File: config.mk
export PLATFORM = sky130hd
export DESIGN_NAME = rnd_key_gen
export DESIGN_NICKNAME = d
export VERILOG_FILES = /design/src/rtl/rnd_key_gen.sv
export SDC_FILE = /design/constraint.sdc
export NUM_CORES = 1
export LEC_CHECK = 0
export ABC_AREA = 1
export BUFFER_PORTS_ARGS = -buffer_cell sky130_fd_sc_hd__buf_2
export CAP_MARGIN = 20
export CORE_ASPECT_RATIO = 0.8
export CORE_UTILIZATION = 30
export DETAILED_ROUTE_END_ITERATION = 8
export GPL_TIMING_DRIVEN = 0
export PLACE_DENSITY = 0.57
export REMOVE_ABC_BUFFERS = 1
export SKIP_CTS_REPAIR_TIMING = 1
export SLEW_MARGIN = 20
export SYNTH_ARGS = -nofsm -noshare
export SYNTH_HDL_FRONTEND = slang
export SYNTH_SLANG_ARGS = --single-unit
File: constraint.sdc
create_clock -name clk -period 3.2 [get_ports clk]
set_input_delay 0.48 -clock clk [delete_from_list [all_inputs] [get_ports clk]]
set_output_delay 0.48 -clock clk [all_outputs]
set_load 0.01 [all_outputs]
File: src/rtl/rnd_key_gen.sv
// DES key-schedule engine: PC-1, per-round C/D left rotations and PC-2, writing
// round keys K1..K16 to round-key storage addresses 0..15, one per cycle.
module rnd_key_gen #(
   parameter int ADDR_WIDTH = 4,
   parameter int ROUNDS     = 16
) (
   input  logic                  clk,
   input  logic                  rst,
   input  logic                  start,
   input  logic [63:0]           key_in,
   output logic                  ks_mode,
   output logic [ADDR_WIDTH-1:0] ks_addr,
   output logic [47:0]           ks_data,
   output logic                  busy,
   output logic                  done
);

   typedef enum logic [1:0] {S_IDLE, S_GEN, S_DONE} state_t;

   // FIPS 46-3 permutation tables; entry i names the source bit (1 = MSB).
   localparam int PC1_TAB [56] = '{
      57, 49, 41, 33, 25, 17,  9,  1, 58, 50, 42, 34, 26, 18,
      10,  2, 59, 51, 43, 35, 27, 19, 11,  3, 60, 52, 44, 36,
      63, 55, 47, 39, 31, 23, 15,  7, 62, 54, 46, 38, 30, 22,
      14,  6, 61, 53, 45, 37, 29, 21, 13,  5, 28, 20, 12,  4};

   localparam int PC2_TAB [48] = '{
      14, 17, 11, 24,  1,  5,  3, 28, 15,  6, 21, 10,
      23, 19, 12,  4, 26,  8, 16,  7, 27, 20, 13,  2,
      41, 52, 31, 37, 47, 55, 30, 40, 51, 45, 33, 48,
      44, 49, 39, 56, 34, 53, 46, 42, 50, 36, 29, 32};

   function automatic logic [55:0] f_pc1(input logic [63:0] k);
      logic [55:0] v;
      v = '0;
      for (int i = 0; i < 56; i++)
         v[6'(55 - i)] = k[6'(64 - PC1_TAB[6'(i)])];
      return v;
   endfunction

   function automatic logic [47:0] f_pc2(input logic [55:0] cd);
      logic [47:0] v;
      v = '0;
      for (int i = 0; i < 48; i++)
         v[6'(47 - i)] = cd[6'(56 - PC2_TAB[6'(i)])];
      return v;
   endfunction

   state_t                r_state, w_state_nxt;
   logic [ADDR_WIDTH-1:0] r_cnt, w_cnt_nxt;
   logic [27:0]           r_c, r_d, w_c_nxt, w_d_nxt;
   logic                  r_mode, w_mode_nxt;
   logic [ADDR_WIDTH-1:0] r_addr, w_addr_nxt;
   logic [47:0]           r_data, w_data_nxt;
   logic                  r_busy, w_busy_nxt;
   logic                  r_done, w_done_nxt;

   logic [55:0]           w_pc1;
   logic                  w_rot1;
   logic [27:0]           w_c_rot, w_d_rot;

   assign w_pc1  = f_pc1(key_in);
   // Rounds 1, 2, 9 and 16 rotate by one; all others by two.
   assign w_rot1 = r_cnt inside {4'd0, 4'd1, 4'd8, 4'd15};
   assign w_c_rot = w_rot1 ? {r_c[26:0], r_c[27]} : {r_c[25:0], r_c[27:26]};
   assign w_d_rot = w_rot1 ? {r_d[26:0], r_d[27]} : {r_d[25:0], r_d[27:26]};

   always_comb begin
      // NOTE: every next-state signal gets a default first so no path infers a latch.
      w_state_nxt = r_state;
      w_cnt_nxt   = r_cnt;
      w_c_nxt     = r_c;
      w_d_nxt     = r_d;
      w_mode_nxt  = r_mode;
      w_addr_nxt  = r_addr;
      w_data_nxt  = r_data;
      w_busy_nxt  = r_busy;
      w_done_nxt  = 1'b0;

      unique case (r_state)
         S_IDLE: begin
            w_mode_nxt = 1'b0;
            w_addr_nxt = '0;
            if (start) begin
               w_c_nxt     = w_pc1[55:28];
               w_d_nxt     = w_pc1[27:0];
               w_cnt_nxt   = '0;
               w_busy_nxt  = 1'b1;
               w_state_nxt = S_GEN;
            end
         end
         S_GEN: begin
            w_c_nxt    = w_c_rot;
            w_d_nxt    = w_d_rot;
            w_data_nxt = f_pc2({w_c_rot, w_d_rot});
            w_addr_nxt = r_cnt;
            w_mode_nxt = 1'b1;
            w_cnt_nxt  = r_cnt + 1'b1;
            if (r_cnt == ADDR_WIDTH'(ROUNDS - 1))
               w_state_nxt = S_DONE;
         end
         S_DONE: begin
            w_mode_nxt  = 1'b0;
            w_addr_nxt  = '0;
            w_busy_nxt  = 1'b0;
            w_done_nxt  = 1'b1;
            w_state_nxt = S_IDLE;
         end
         default: w_state_nxt = S_IDLE;
      endcase
   end

   // NOTE: state updates use non-blocking assignments; reset is asynchronous so outputs drop at once.
   always_ff @(posedge clk or posedge rst) begin
      if (rst) begin
         r_state <= S_IDLE;
         r_cnt   <= '0;
         r_c     <= '0;
         r_d     <= '0;
         r_mode  <= 1'b0;
         r_addr  <= '0;
         r_data  <= '0;
         r_busy  <= 1'b0;
         r_done  <= 1'b0;
      end else begin
         r_state <= w_state_nxt;
         r_cnt   <= w_cnt_nxt;
         r_c     <= w_c_nxt;
         r_d     <= w_d_nxt;
         r_mode  <= w_mode_nxt;
         r_addr  <= w_addr_nxt;
         r_data  <= w_data_nxt;
         r_busy  <= w_busy_nxt;
         r_done  <= w_done_nxt;
      end
   end

   assign ks_mode = r_mode;
   assign ks_addr = r_addr;
   assign ks_data = r_data;
   assign busy    = r_busy;
   assign done    = r_done;

endmodule
==> impl_results.md <==
* Status: finished, final reports clean
* Cell variety after synth at 23
* Worst Hold Class: in -> async
* Via count at 3048
* Power Dens Cells at 1190 nW/um2
* Largest net degree at the start of global routing at 62
* RSZ-0062 raised after global routing: no
* Post-synth EDFFs at 0
* Io pins at ~120
* Synthesized instance count at 509
* Total global-route track usage at between 10% and 20%
* Min Clock Period, post-route at roughly 2.9 ns
* Clk sinks at 79
* Synth-to-Final Area Change at 10.3%
* Post-synthesis sequential area ratio at 48.9%
* Vias in the first global route at roughly 2900
* Main area contributors after synthesis: dfrtp_1 (49%), nand2_1 (13%), nand3_1 (8.7%)
* Die height at 106 um
* Synth top area share at 48.9%
* Count of final setup violators at 0
* Wire per inst at 10.9 um
* CTS H-Tree Depth at 3
* Worst setup EP type: flop
* Setup TNS at 0 ns
* PortBufs at 27
* Cell breakdown of the critical path: ha_1 -> nand3_1 -> nand2_4 -> clkinv_2 -> nand2_1 -> nand3_1 -> o21ai_0
* Yosys warnings at 0
* CTS tree: built
* DP HPWL at between 4000 and 5000 um
* Antenna violations before repair at 0
* Crit path top cell by count: nand3_1
* Combinational power share at 48.1%
* Slowest-stage cell, CP: clkinv_2
* Global-route wire length before repair at 13500 um
* DIE AREA at 13900 um2
* Int Power at 3.05 mW
* Drt pass-1 iters at 5
* Clock share of power at 19.6%
* CP Data Arrival Time at about 3.1 ns
* Crit-path max cell delay at 0.72 ns
* Worst Hold Slack at 0.200 ns
* Crit Path Max Fanout at 57
* R2R depth at 7
* Sequential share of power at 32.2%
* Setup crit start kind: flop
* Antenna diode count at 0
* Crit path kind: reg -> reg
* CTS Buffer Depth at 2
* Most common cell in the netlist: nand2_1
* CTS root buf: clkbuf_16
* Initial Utilization at between 30% and 40%
* Die width at 132 um
* Post-synth top cells: nand2_1 (135), dfrtp_1 (79), nand3_1 (70)
* Vias per inst at 4.34
* 1st-iter DRT viols at 155
* Post-Synthesis Cell Area at 4040 um2
* Number of nets with antenna violations after routing at 0
* Synth area leader: dfrtp_1
* Sw Pwr at 2.27 mW
* Layout Skew at 0.00481 ns
* Static Leak at 2.35 nW
* DRC violations left at 0
* Async SR Flop Fraction at between 90% and 100%
* Placer Congestion at a little over 0.7
* FMAX at 345 MHz
* Final Util at roughly 34%
* Mapped Avg Cell Area at 7.94 um2
* Max Cap Viol at 0
* Worst-Skew Late Latency at 0.33 ns
* Share of cells above drive strength 1 at 10.8%
* Sw frac at 42.6%
* Routed wire length at 7690 um
* Top_reg_cell synth: dfrtp_1
* Max IR drop VDD at 0.412 mV
* Max Transition Viols Final at 0
* Slew margin rel. at 55.3%
* CTS Buf Count at 9
* Worst setup margin at 0.300 ns
* CTS clk-pin slew, worst paths at approximately 0.060 ns
* Nets at 592
* GRT Residual Overflow at 0
* Cell Rows at 37
* Pre-CTS setup slack at 0.0858 ns
* Critical Path RT at between 3 and 4 ns
* Worst-Margin Slew at 0.670 ns
* Yosys reg bits at 79
* CORE AREA at roughly 13000 um2
* Fin crit share at between 90% and 100%
* Hold Fails Final Rpt at 0
[power groups by stage]
stage	clock network, mW	registers [mW]	logic [mW]
after global routing	1.11	1.77	3.00
after floorplan	0	1.75	1.87
after global placement	0	1.72	2.48
after CTS	1.07	1.72	2.56
final	1.05	1.71	2.56
after detailed placement	0	1.73	2.55
[cell usage in the layout, fill, tap and decap left out, drive strengths merged]
cell and instances:
conb 38, o21ai 62, o22ai 1, nand3 70, o221ai 1, a21oi 8, bufinv 1, nor2 11
clkinv 4, ha 3, clkbuf 11, dfrtp 79, clkinvlp 1, xnor2 1, buf 30, nand2 140
nor3 1, inv 65
[final timing paths]
kind / from / to / slack (ns)
setup / recovery: r_cnt[0] / r_d[16] / 0.30
min in group clk: key_in[12] / r_c[2] / 0.47
hold / removal: rst / r_d[4] / 0.20
max in group asynchronous: rst / r_cnt[1] / 2.41
hold reg to reg: ks_data[18] / ks_data[18] / 0.47
setup reg to reg: r_cnt[0] / r_d[16] / 0.30
[critical path, delay by kind of cell (launching register included)]
family / cells / cell delay [ns]
fa+ha+maj: 1 / 0.19
compound gates: 1 / 0.13
simple gates: 4 / 1.37
flops: 1 / 0.37
buf+inv: 1 / 0.72
[registers in the layout (all words and copies together) (netlist names)]
register / count
r_d: 28
ks_data: 10
done: 1
r_c: 28
busy: 1
r_cnt: 4
ks_addr: 4
ks_mode: 1
r_state: 2
[per-stage QoR]
step	instances	instance area, um2	total power [mW]
global placement	683	4070	4.21
CTS	701	4430	5.35
detailed placement	685	4120	4.28
floorplan	481	3720	3.62
global route	702	4460	5.88
finish	702	4460	5.32
[metal layers]
| metal | wire, um | track usage (%) |
|---|---|---|
| met1 | 3870 | 15.6 |
| met2 | 3520 | 18.9 |
| met5 | 0 | 0 |
| met3 | 181 | 1.83 |
| met4 | 110 | 5.23 |
[cells by family after synthesis]
| family | Yosys count | share of synthesized area, % |
|---|---|---|
| AO/OA/AOI/OAI | 72 | 9.04 |
| other | 1 | 0.0928 |
| adder cells (fa/ha/maj) | 3 | 0.929 |
| buffers and inverters | 131 | 17.6 |
| flip-flops | 79 | 48.9 |
| AND/OR/NAND/NOR | 222 | 23.2 |
| XOR/XNOR | 1 | 0.217 |
[cell type report]
| class | instances | area (um2) |
|---|---|---|
| sequential | 79 | 1980 |
| clock buffer | 11 | 253 |
| fill | 1334 | 8550 |
| timing repair buffer | 30 | 203 |
| multi-input combinational | 336 | 1500 |
| clock inverter | 5 | 56.3 |
| inverter | 66 | 251 |
| tap | 175 | 219 |
Note: power is estimated with default switching activity, not from simulation.
